`src/rtl/snowflake_pixel_streamer_pkg.sv`:
```
// Shared constants, colour codes and FSM encoding
// for the snowflake pixel streamer.
package snowflake_pixel_streamer_pkg;

    localparam logic signed [17:0] ONE = 18'sh10000;

    localparam logic [7:0] COL_FROZEN = 8'hFF;
    localparam logic [7:0] COL_EDGE   = 8'h1C;
    localparam logic [7:0] COL_NEG    = 8'h00;
    localparam logic [7:0] COL_SAT    = 8'h03;

    typedef enum logic [2:0] {
        S_IDLE,
        S_ADDR,
        S_WAIT,
        S_CAPTURE,
        S_EMIT,
        S_DONE
    } state_t;

endpackage

```
`src/rtl/snowflake_pixel_streamer_if.sv`:
```
// Pixel write handshake between the streamer
// (master) and the frame-buffer writer (slave).
interface snowflake_pixel_streamer_if;

    logic       pix_valid;
    logic       pix_ready;
    logic [9:0] pix_x;
    logic [9:0] pix_y;
    logic [7:0] pix_color;

    modport master (
        output pix_valid,
        output pix_x,
        output pix_y,
        output pix_color,
        input  pix_ready
    );

    modport slave (
        input  pix_valid,
        input  pix_x,
        input  pix_y,
        input  pix_color,
        output pix_ready
    );

endinterface

```
`src/rtl/cell_color_map.sv`:
```
// Maps one cell's (u, v) 2.16 values to an RGB332
// colour: frozen, receptive boundary, or u+v shade.
module cell_color_map (
    input  logic signed [17:0] i_u,
    input  logic signed [17:0] i_v,
    output logic        [7:0]  o_color
);
    import snowflake_pixel_streamer_pkg::*;

    logic signed [17:0] w_sum;

    // Priority colour decode; frozen beats boundary beats shade
    always_comb begin
        w_sum   = i_u + i_v;
        o_color = {6'b0, w_sum[15:14]};
        if (i_v >= ONE) begin
            o_color = COL_FROZEN;
        end else if (i_v > 18'sd0) begin
            o_color = COL_EDGE;
        end else if (w_sum < 18'sd0) begin
            o_color = COL_NEG;
        end else if (w_sum >= ONE) begin
            o_color = COL_SAT;
        end
    end

endmodule

```
`src/rtl/snowflake_pixel_streamer.sv`:
```
// Walks the u/v memories column by column and
// streams one coloured pixel per cell to the sink.
module snowflake_pixel_streamer #(
    parameter int NUM_ROWS = 11,
    parameter int NUM_COLS = 1,
    parameter int X_ORIGIN = 320,
    parameter int Y_ORIGIN = 240
) (
    input  logic                       clk,
    input  logic                       reset,
    input  logic                       i_start,
    output logic                       o_busy,
    output logic                       o_done,
    output logic               [18:0]  o_rd_addr,
    input  logic signed        [17:0]  i_rd_u_data,
    input  logic signed        [17:0]  i_rd_v_data,
    snowflake_pixel_streamer_if.master pix_if,
    output logic               [15:0]  o_frame_count
);
    import snowflake_pixel_streamer_pkg::*;

    state_t      r_state;
    state_t      w_next;
    logic [9:0]  r_row;
    logic [9:0]  r_col;
    logic [18:0] r_rd_addr;
    logic        r_pix_valid;
    logic [9:0]  r_pix_x;
    logic [9:0]  r_pix_y;
    logic [7:0]  r_pix_color;
    logic [15:0] r_frame_count;
    logic [7:0]  w_color;
    logic        w_hs;
    logic        w_last_row;
    logic        w_last_col;

    assign w_hs       = r_pix_valid && pix_if.pix_ready;
    assign w_last_row = (r_row == 10'(NUM_ROWS - 1));
    assign w_last_col = (r_col == 10'(NUM_COLS - 1));

    cell_color_map u_color (
        .i_u     (i_rd_u_data),
        .i_v     (i_rd_v_data),
        .o_color (w_color)
    );

    // State register
    always_ff @(posedge clk) begin
        if (reset) r_state <= S_IDLE;
        else       r_state <= w_next;
    end

    // Next-state: one address, one wait, one capture, then emit
    always_comb begin
        w_next = r_state;
        unique case (r_state)
            S_IDLE:    if (i_start) w_next = S_ADDR;
            S_ADDR:    w_next = S_WAIT;
            S_WAIT:    w_next = S_CAPTURE;
            S_CAPTURE: w_next = S_EMIT;
            S_EMIT: begin
                if (w_hs) begin
                    if (w_last_row && w_last_col) w_next = S_DONE;
                    else                          w_next = S_ADDR;
                end
            end
            S_DONE:    w_next = S_IDLE;
            default:   w_next = S_IDLE;
        endcase
    end

    // Cell counters, read address, pixel registers, frame count
    always_ff @(posedge clk) begin
        if (reset) begin
            r_row         <= '0;
            r_col         <= '0;
            r_rd_addr     <= '0;
            r_pix_valid   <= 1'b0;
            r_pix_x       <= '0;
            r_pix_y       <= '0;
            r_pix_color   <= '0;
            r_frame_count <= '0;
        end else begin
            unique case (r_state)
                S_IDLE: begin
                    if (i_start) begin
                        r_row <= '0;
                        r_col <= '0;
                    end
                end
                S_ADDR: begin
                    r_rd_addr <= 19'(r_col) * 19'(NUM_ROWS)
                               + 19'(r_row);
                end
                S_CAPTURE: begin
                    r_pix_color <= w_color;
                    r_pix_x     <= 10'(X_ORIGIN) + r_col;
                    r_pix_y     <= 10'(Y_ORIGIN) - r_row;
                    r_pix_valid <= 1'b1;
                end
                S_EMIT: begin
                    if (w_hs) begin
                        r_pix_valid <= 1'b0;
                        if (w_last_row) begin
                            r_row <= '0;
                            r_col <= r_col + 10'd1;
                        end else begin
                            r_row <= r_row + 10'd1;
                        end
                    end
                end
                S_DONE: begin
                    r_frame_count <= r_frame_count + 16'd1;
                end
                default: ;
            endcase
        end
    end

    assign o_busy           = (r_state != S_IDLE);
    assign o_done           = (r_state == S_DONE);
    assign o_rd_addr        = r_rd_addr;
    assign o_frame_count    = r_frame_count;
    assign pix_if.pix_valid = r_pix_valid;
    assign pix_if.pix_x     = r_pix_x;
    assign pix_if.pix_y     = r_pix_y;
    assign pix_if.pix_color = r_pix_color;

endmodule

```
`src/flat_wrapper.sv`:
```
// flat-port wrapper written by rule: the top's interface ports become plain ports
module snowflake_pixel_streamer_flat import snowflake_pixel_streamer_pkg::*;
#(
    parameter int NUM_ROWS = 11,
    parameter int NUM_COLS = 1,
    parameter int X_ORIGIN = 320,
    parameter int Y_ORIGIN = 240
)
  (clk, reset, i_start, o_busy, o_done, o_rd_addr, i_rd_u_data, i_rd_v_data, o_frame_count, pix_if_pix_valid, pix_if_pix_x, pix_if_pix_y, pix_if_pix_color, pix_if_pix_ready);
  snowflake_pixel_streamer_if pix_if_i ();
  input  logic clk;
  input  logic reset;
  input  logic i_start;
  output logic o_busy;
  output logic o_done;
  output logic               [18:0] o_rd_addr;
  input  logic signed        [17:0] i_rd_u_data;
  input  logic signed        [17:0] i_rd_v_data;
  output logic               [15:0] o_frame_count;
  output wire logic [$bits(pix_if_i.pix_valid)-1:0] pix_if_pix_valid;
  output wire logic [$bits(pix_if_i.pix_x)-1:0] pix_if_pix_x;
  output wire logic [$bits(pix_if_i.pix_y)-1:0] pix_if_pix_y;
  output wire logic [$bits(pix_if_i.pix_color)-1:0] pix_if_pix_color;
  input wire logic [$bits(pix_if_i.pix_ready)-1:0] pix_if_pix_ready;
  assign pix_if_pix_valid = pix_if_i.pix_valid;
  assign pix_if_pix_x = pix_if_i.pix_x;
  assign pix_if_pix_y = pix_if_i.pix_y;
  assign pix_if_pix_color = pix_if_i.pix_color;
  assign pix_if_i.pix_ready = pix_if_pix_ready;
  snowflake_pixel_streamer #(.NUM_ROWS(NUM_ROWS), .NUM_COLS(NUM_COLS), .X_ORIGIN(X_ORIGIN), .Y_ORIGIN(Y_ORIGIN)) u_core (.clk(clk), .reset(reset), .i_start(i_start), .o_busy(o_busy), .o_done(o_done), .o_rd_addr(o_rd_addr), .i_rd_u_data(i_rd_u_data), .i_rd_v_data(i_rd_v_data), .pix_if(pix_if_i), .o_frame_count(o_frame_count));
endmodule
```
`config.mk`:
```
export PLATFORM = sky130hd
export DESIGN_NAME = snowflake_pixel_streamer_flat
export DESIGN_NICKNAME = d
export VERILOG_FILES = /design/src/rtl/snowflake_pixel_streamer_pkg.sv /design/src/rtl/snowflake_pixel_streamer_if.sv /design/src/rtl/cell_color_map.sv /design/src/rtl/snowflake_pixel_streamer.sv /design/src/flat_wrapper.sv
export SDC_FILE = /design/constraint.sdc
export NUM_CORES = 1
export LEC_CHECK = 0
export ABC_AREA = 1
export CAP_MARGIN = 20
export CORE_MARGIN = 3
export CORE_UTILIZATION = 30
export CTS_CLUSTER_SIZE = 14
export DETAILED_ROUTE_END_ITERATION = 10
export GPL_TIMING_DRIVEN = 0
export MAX_ROUTING_LAYER = met4
export PLACE_DENSITY = 0.6
export SYNTH_ARGS = -nofsm -noshare
export SYNTH_HDL_FRONTEND = slang
export SYNTH_SLANG_ARGS = --single-unit
```
`constraint.sdc`:
```
create_clock -name clk -period 2.95 [get_ports clk]
set_clock_uncertainty 0.05 [all_clocks]
set_input_delay 0.295 -clock clk [delete_from_list [all_inputs] [get_ports clk]]
set_output_delay 0.295 -clock clk [all_outputs]
set_load 0.02 [all_outputs]
```
Yosys cells after proc, flatten, opt, wreduce, memory -nomap -nowiden
Index checks and enable logic that the tools add are counted.

operators by class
  add/subtract/negate cells = 7
  $mul = 1
  magnitude comparators = 4
  eq/ne operators = 9
  multiplexer cells = 17
  reductions and logical operators = 11

operators with widths
  kind                                                                               number
  10-bit two-way mux                                                                 5
  10-bit one-hot mux with 2 select lines                                             2
  18-bit greater-or-equal comparator (second input constant)                         2
  10-bit by 1-bit adder with 10-bit output (second input constant)                   2
  18-bit adder                                                                       1
  18-bit by 1-bit greater-than comparator with 1-bit output (second input constant)  1
  18-bit by 1-bit less-than comparator with 1-bit output (second input constant)     1
  16-bit by 1-bit adder with 16-bit output (second input constant)                   1
  14-bit by 10-bit adder with 15-bit output                                          1
  3-bit one-hot mux with 5 select lines                                              1
  10-bit by 4-bit multiplier with 14-bit output (second input constant)              1
  9-bit by 10-bit adder with 10-bit output (first input constant)                    1
  10-bit by 4-bit equality test with 1-bit output (second input constant)            1
  10-bit logical NOT                                                                 1
  8-bit by 10-bit subtractor with 10-bit output (first input constant)               1
  3-bit two-way mux                                                                  3
  8-bit two-way mux                                                                  1
  3-bit by 2-bit equality test with 1-bit output (second input constant)             2
  3-bit equality test (second input constant)                                        2
  5-bit two-way mux                                                                  1
  2-bit two-way mux                                                                  2
  2-bit by 1-bit inequality test with 1-bit output (second input constant)           2
  2-bit AND reduction                                                                2
  4-bit AND reduction                                                                1
  other kinds (9)                                                                    11

word-level totals
  bits in registers = 87
  input bits = 40
  output and inout bits = 66
  logic and storage cells = 58

Longest topological paths before layout
Gate-level depths: netlist (run 1).

  word-level depth = 6
  mapped depth = 17
  gate-level depth less buffers = 17

By module
Synthesis (run 1) repeated with hierarchy kept, for this count alone.

second synthesis, totals
  cells, all modules = 902
  area total of the unflattened synthesis = 6070.8 um^2

modules (own cells, without submodules)
  module                    times used  cells an instance  area an instance (um^2)  seq. area each (um^2)
  snowflake_pixel_streamer  1           737                5198.7                   1661.6
  cell_color_map            1           165                872.1                    0.0

Worst setup path after synthesis (run 1)
Ideal clock, no wire load.

  path type = flip-flop to flip-flop
  start point = register u_core.r_col[5]
  end point = register u_core.r_rd_addr[11] (netlist: u_core.o_rd_addr[11])
  setup time = 0.109 ns
  arrival = 2.992 ns
  required time = 2.791 ns
  setup slack = -0.201 ns
  stages on the path, launching flop included = 16
  path buffers = 0
  period minus slack after synthesis = 3.151 ns
  path through = dfxtp_1 > ha_1 > fa_1 > inv_1 > fa_1 > inv_1 > ha_1 > a21o_1 > a21oi_1 > o21ai_0 > inv_1 > nor2_1 > o21ai_0 > nand3_1 > nand2_1 > inv_1

on the way
  word-level cells in the longest chain between the ends = 2

ends and longest elaborated chain
  item                                           RTL line                         RTL
  from (decl)                                    snowflake_pixel_streamer.sv:25   logic [9:0] r_col;
  from (signal assigned)                         snowflake_pixel_streamer.sv:106  r_col <= r_col + 10'd1;
  10-bit by 4-bit multiplier with 14-bit output  snowflake_pixel_streamer.sv:92   r_rd_addr <= 19'(r_col) * 19'(NUM_ROWS)
  14-bit by 10-bit adder with 15-bit output      snowflake_pixel_streamer.sv:93   + 19'(r_row);
  to (signal assigned)                           snowflake_pixel_streamer.sv:92
  to (decl)                                      snowflake_pixel_streamer.sv:26   logic [18:0] r_rd_addr;

No other way between the ends.
A chain may end at the register's enable or synchronous reset.

Final worst setup path (run 1)
  start point = register u_core.r_col[3]
  end point = register u_core.r_rd_addr[9] (netlist: u_core.o_rd_addr[9])

Same word-level chain as after synthesis.

==> flow_metrics.py, run 1 <==
metrics = {
    "synth": {
        "syn_inst": 768,
        "synthDistinctLibCells": 49,
        "yosys.area.top_type": "dfxtp_1",
        "synth-seq-cells": 79,
        "syn_avg_cell_area_um2": 7.33,
        "synth.area.top_cells": "dfxtp_1 (28%), ha_1 (12%), nand2_1 (9.5%)",
        "yosysTopAreaCellShare_pct": 28.1,
        "async_flop_share_pct": 0,
        "yosysWarnings": 0,
        "ys_seq_area_share_pct": 28.1,
        "synth_area_um2": 5630,
        "synth_top_flop_cell": "dfxtp_1",
        "synth_edf_count": 0,
    },
    "global_routing": {
        "grt_pass1_vias": 5133,
        "antenna_found_initial": 0,
        "overflow": 0,
        "grt_first_pass_wirelength_um": 25500,
        "grt_start_max_net_pins": 14,
        "grt_use_total_pct": 16.1,
    },
    "sta": {
        "max_freq_mhz": 334,
        "worst_slew_pin_slew_ns": 0.774,
        "min_period_over_period_pct": 101,
        "rsz0062_at_grt": "yes",
        "relSlewSlack_pct": 48.4,
        "setup_violations": 5,
        "finalHoldViolations": 0,
        "slew_violations": 0,
        "fin_setup_tns_ns": -0.139,
        "hold_slack_ns": 0.425,
        "period_needed_ns": 2.99,
        "setup_slack_ns": -0.0435,
    },
    "cells_and_area": {
        "num_antenna_cells": 0,
        "drive_gt1_share_pct": 15.3,
        "layout_commonest_cell": "nand2_1",
        "fillCellCount": 1821,
        "final_area_um2": 7720,
        "area_growth_pct": 37.1,
        "nets": 1010,
        "layout_common_cells": "nand2_1 (133), inv_1 (104), clkdlybuf4s50_1 (101), dfxtp_1 (70), a21oi_1 (66)",
    },
    "clocking": {
        "cts_buffers": 9,
        "clock_path_buffers": 2,
        "h-tree-depth": 3,
        "insertion_delay_ns": 0.34,
        "ctsHoldBuffers": 0,
        "cts-root-buf": "clkbuf_16",
        "clk_pin_slew_ns": 0.07,
        "cts_tree": "yes",
        "clock_sinks": 79,
    },
    "critical_path": {
        "path_class": "register to register",
        "critPathBufInv": 4,
        "cp_cell_sequence": "ha_4, inv_2, fa_1, fa_1, inv_2, ha_4, a21oi_4, nand2_4, a21oi_4, o21ai_2, buf_4, nand2_2, nand2_1, o221ai_1, inv_1",
        "required_ns": 3.13,
        "cp_max_fo": 4,
        "critPathCaptureType": "register",
        "path_delay_family": "adder cells",
        "crit_slowest_cell": "fa_1",
        "cp.arrival_ns": 3.17,
        "start_kind": "register",
        "cpPeakStageDelay_ns": 0.52,
    },
    "placement": {
        "portBuffers": 101,
        "routabilityCongestion": 0.893,
        "place_area_um2": 6950,
        "detailed_place_hpwl_um": 12100,
    },
    "detailed_routing": {
        "ant_nets": 0,
        "initialDrtViolationCount": 304,
        "drc": 0,
        "firstDrtPassIters": 5,
        "vias_per_cell": 4.71,
        "drt-wirelength-per-cell_um": 13.9,
        "routed_wl_um": 15800,
        "vias": 5344,
    },
    "pwr": {
        "finalPower_mw": 2.93,
        "peakVddDrop_mv": 0.305,
        "powerDensity_nw_per_um2": 380,
        "p_leak_nw": 3.32,
    },
    "floorplanning": {
        "die_h_um": 143,
        "coreArea_um2": 18200,
        "rows": 49,
        "dieWidth_um": 143,
        "initial_core_util_pct": 30.9,
        "dieArea_um2": 20500,
        "pin_count": 106,
    },
    "flow_run": {
        "cap_viol_max_count": 0,
    },
    "outcome": {
        "violations": "setup timing",
        "status": "finished, violations left",
    },
    "hold_path": {
        "min_path_type": "register to register",
    },
}
==> cells by family (layout without fill, tap and decap cells) <==
| kind of cell | after synthesis | in the layout | share of synthesized area, % |
|---|---|---|---|
| fa+ha+maj | 68 | 68 | 17.1 |
| other cells | 1 | 4 | 0.0666 |
| simple gates | 297 | 297 | 25.7 |
| buf+inv | 144 | 279 | 10.2 |
| xor+xnor | 19 | 19 | 2.95 |
| compound gates | 160 | 160 | 15.8 |
| flops | 79 | 79 | 28.1 |
==> synthesized netlist by cell type, types with 9 or more instances <==
cell / number
nand2_1: 142
inv_1: 111
dfxtp_1: 79
a21oi_1: 72
nor2_1: 64
ha_1: 53
o21ai_0: 49
nand3_1: 23
fa_1: 15
xor2_1: 15
nor3_1: 13
nand4_1: 12
inv_2: 11
clkbuf_1: 9
==> per-layer routing <==
layer | track usage (%) | up-vias | routed length, um
met5 | - | - | 0
met4 | 4.70 | 0 | 222
met3 | 3.68 | 22 | 910
met2 | 24.9 | 138 | 7200
met1 | 21.0 | 2397 | 7470
li1 | - | 2787 | -
==> layout make-up <==
class	instances	area, um2	share of cell area [%]
clock inverter	5	58.8	0.762
sequential	79	1610	20.9
timing repair buffer	120	1160	15.0
multi-input combinational	548	3790	49.1
clock buffer	10	239	3.09
inverter	123	467	6.04
buffer	21	109	1.41
tap	229	287	3.71
==> stage by stage <==
| stage | util, % | setup slack, ns | std cells |
|---|---|---|---|
| floorplan | - | -0.0569 | 771 |
| global placement | 38.2 | -0.359 | 1101 |
| detailed placement | 38.2 | -0.334 | 1101 |
| CTS | 41.9 | -0.0408 | 1135 |
| global route | 42.4 | -0.183 | 1135 |
| finish | 42.4 | -0.0435 | 1135 |
==> report_power, final <==
part / total, mW / internal, mW / switching (mW)
registers: 1.15 / 1.11 / 0.0338
logic: 0.662 / 0.276 / 0.385
clock network: 1.13 / 0.674 / 0.452
==> final timing paths <==
kind | from | to | slack [ns] | cells after the start
worst max-delay path | u_core.r_col[3] | u_core.o_rd_addr[9] | -0.04 | 15
worst min-delay path | u_core.r_row[7] | u_core.r_row[7] | 0.42 | 2
worst max register to register | u_core.r_col[3] | u_core.o_rd_addr[9] | -0.04 | 15
worst min register to register | u_core.r_row[7] | u_core.r_row[7] | 0.42 | 2
==> flip-flops by register name, indices dropped and copies added, names as in the netlist <==
signal	flops
u_core.o_frame_count	16
u_core.pix_if.pix_y	10
u_core.r_row	10
u_core.r_col	10
u_core.r_state	3
u_core.o_rd_addr	15
u_core.pix_if.pix_valid	1
u_core.pix_if.pix_color	4
u_core.pix_if.pix_x	10
==> worst register-to-register path: cells and delay by family, from the launching register on <==
family	cells	cell delay, ns
adder cells (fa/ha/maj)	4	1.49
AO/OA/AOI/OAI	4	0.53
flip-flops	1	0.37
buffers and inverters	4	0.28
AND/OR/NAND/NOR	3	0.16
==> timing repair <==
action,CTS,global route
resized for setup,49,23
buffers inserted,19,0
setup endpoints to repair,9,10
pin swaps,28,15
gates cloned,0,0
Note: power is estimated with default switching activity, not from simulation.
==> run 2: changes to the inputs <==
- PLACE_DENSITY: 0.6 -> 0.59
- SYNTH_HIERARCHICAL: not set -> 1
==> run 2 against run 1 <==
  * The flow now finishes without violations
  * Synthesized cell count increased by 17%
  * Final area increased by 5.0%
  * Power increased by 4.1%
  * Wire length increased by 4.8%
  * Clock power about the same
  * Worst setup slack improved by 0.13 ns
  * Core utilization decreased by 1.2 points
  * Largest cell class unchanged
==> flow_metrics.py, run 2 <==
metrics = {
    "detailed_routing": {
        "routed_wl_um": 16600,
        "firstDrtPassIters": 5,
        "ant_nets": 0,
        "drc": 0,
        "vias": 5892,
        "drt-wirelength-per-cell_um": 12.8,
        "initialDrtViolationCount": 243,
        "vias_per_cell": 4.54,
    },
    "clocking": {
        "cts-root-buf": "clkbuf_16",
        "insertion_delay_ns": 0.34,
        "clock_path_buffers": 2,
        "cts_tree": "yes",
        "cts_buffers": 9,
        "clk_pin_slew_ns": 0.07,
        "h-tree-depth": 3,
        "clock_sinks": 83,
    },
    "sta": {
        "setup_slack_ns": 0.0913,
        "fin_setup_tns_ns": 0,
        "min_period_over_period_pct": 96.9,
        "slew_violations": 0,
        "rsz0062_at_grt": "yes",
        "setup_violations": 0,
        "max_freq_mhz": 350,
        "worst_slew_pin_slew_ns": 0.668,
        "relSlewSlack_pct": 55.5,
        "finalHoldViolations": 0,
        "period_needed_ns": 2.86,
    },
    "global_routing": {
        "grt_start_max_net_pins": 16,
        "antenna_found_initial": 0,
        "grt_use_total_pct": 15.3,
        "overflow": 0,
        "grt_pass1_vias": 5559,
        "grt_first_pass_wirelength_um": 26800,
    },
    "floorplanning": {
        "rows": 51,
        "initial_core_util_pct": 30.9,
        "pin_count": 106,
        "dieArea_um2": 22000,
        "coreArea_um2": 19700,
        "die_h_um": 148,
        "dieWidth_um": 148,
    },
    "critical_path": {
        "worstReg2RegStart": "u_core/r_col[3]",
        "startpoint": "u_core/r_col[3]",
        "cp_cell_sequence": "ha_1, inv_1, fa_1, fa_1, inv_1, ha_4, nand3_2, nand3_4, nand2_1, nand2_1, xnor2_1, nand2_1, nand2_1, inv_1",
        "timing.rr.end": "u_core/o_rd_addr[9]",
        "required_ns": 3.14,
        "r2r_cells": 14,
        "crit_slowest_cell": "fa_1",
        "cpPeakStageDelay_ns": 0.51,
        "critPathCaptureType": "register",
        "start_kind": "register",
        "r2r_setup_slack_ns": 0.09,
        "cp.arrival_ns": 3.05,
        "cp_max_fo": 7,
        "path_class": "register to register",
        "timing.critical_path.mode_cell": "nand2_1",
    },
    "cells_and_area": {
        "layout_commonest_cell": "nand2_1",
        "final_cells": 1298,
        "nets": 1137,
        "area_growth_pct": 33.6,
        "layout_common_cells": "nand2_1 (207), inv_1 (137), clkdlybuf4s50_1 (100), nor2_1 (94), dfxtp_1 (75)",
        "drive_gt1_share_pct": 11.9,
        "largest_reg_flops": 16,
        "num_antenna_cells": 0,
        "fin_util_pct": 41.3,
    },
    "outcome": {
        "status": "complete, no violations",
    },
    "synth": {
        "post-synth-top-count-cell": "nand2_1",
        "yosysTopAreaCellShare_pct": 27.4,
        "synth_edf_count": 0,
        "synth-seq-cells": 83,
        "ys_top_cells_by_count": "nand2_1 (222), inv_1 (141), nor2_1 (100)",
        "ys_seq_area_share_pct": 27.4,
        "synth_area_um2": 6070,
        "syn_avg_cell_area_um2": 6.73,
        "yosys.area.top_type": "dfxtp_1",
        "yosysWarnings": 6,
        "synth.area.top_cells": "dfxtp_1 (27%), nand2_1 (14%), ha_1 (11%)",
        "async_flop_share_pct": 0,
        "synth_top_flop_cell": "dfxtp_1",
        "syn_inst": 902,
        "synthDistinctLibCells": 46,
    },
    "placement": {
        "portBuffers": 100,
        "dp_cells": 1270,
        "detailed_place_hpwl_um": 12900,
        "place_ws_ns": -0.311,
        "routabilityCongestion": 0.911,
    },
    "pwr": {
        "powerDensity_nw_per_um2": 377,
        "p_leak_nw": 3.74,
        "peakVddDrop_mv": 0.223,
        "finalPower_mw": 3.06,
    },
    "hold_path": {
        "hold_depth": 2,
        "hold_start": "reset",
        "hold_end": "u_core/o_frame_count[4]",
        "min_path_type": "primary input to register",
    },
    "flow_run": {
        "cap_viol_max_count": 0,
    },
}
-- run 2: cell types whose count changed in the layout (fill, tap and decap cells not counted), sizes merged, moves of 4 or more --
| cell | previous run | this run |
|---|---|---|
| dfxtp | 79 | 83 |
| nor4 | 9 | 5 |
| inv | 123 | 150 |
| nor2 | 75 | 108 |
| nand3 | 28 | 44 |
| nand2 | 149 | 230 |
| o21bai | 8 | 4 |
| o21a | 5 | 10 |
| a21oi | 72 | 62 |
| nor3 | 17 | 7 |
| o21ai | 55 | 49 |
-- run 2: worst max path at each step --
| stage | depth (start not counted) | endpoint |
|---|---|---|
| detailed placement | 14 | u_core/o_rd_addr[10] |
| global route | 14 | u_core/o_rd_addr[9] |
| global placement | 14 | u_core/o_rd_addr[10] |
| CTS | 13 | u_core/o_rd_addr[11] |
| finish | 14 | u_core/o_rd_addr[9] |
| floorplan | 14 | u_core/o_rd_addr[10] |
-- run 2: layout make-up --
class	instances	area (um2)
Inverter	149	562
Buffer	26	145
Multi-Input combinational cell	647	3990
Clock buffer	9	225
Timing Repair Buffer	113	1100
Sequential cell	83	1690
Tap cell	265	332
Fill cell	2080	11500
Clock inverter	6	72.6
-- run 2: worst max-delay path, delay by kind of cell, from the launching register on --
kind | cells | cell delay (ns)
flops | 1 | 0.38
buf+inv | 3 | 0.14
fa+ha+maj | 4 | 1.59
xor+xnor | 1 | 0.12
simple gates | 6 | 0.47
-- run 2: routing by layer --
layer	up-vias	track usage (%)	part of all wire, %
met1	2628	19.9	47
met2	127	24.3	46
met4	0	4.48	2.0
met5	-	-	0
li1	3119	-	-
met3	18	3.02	4.5
-- run 2: what timing repair did --
item | CTS | global route
buffers inserted | 1 | 12
pin swaps | 0 | 21
gates cloned | 0 | 0
endpoints found under the setup margin | 10 | 8
hold buffers | 0 | 0
resized for setup | 18 | 49
-- run 2: cells by family after synthesis --
kind of cell / count (synthesis) / share of synthesized area (%)
buffers and inverters: 175 / 11.6
xor gates and xnor gates: 16 / 2.31
and+or+nand+nor: 418 / 29.8
other: 1 / 0.0618
AOI/OAI and AO/OA: 141 / 12.9
DFF: 83 / 27.4
adders and majority gates: 68 / 15.9
-- run 2: power by group --
part / leakage (nW) / internal (mW) / switching (mW)
combinational: 2.91 / 0.289 / 0.397
clock: 0.148 / 0.664 / 0.494
sequential: 0.679 / 1.18 / 0.0359
-- run 2: through the flow --
step           cell area (um2)  hold WS, ns
6_report                  8110        0.374
5_1_grt                   8110        0.389
4_1_cts                   7810        0.371
3_5_place_dp              7420        0.406
3_3_place_gp              7420        0.410
2_1_floorplan             6080        0.421
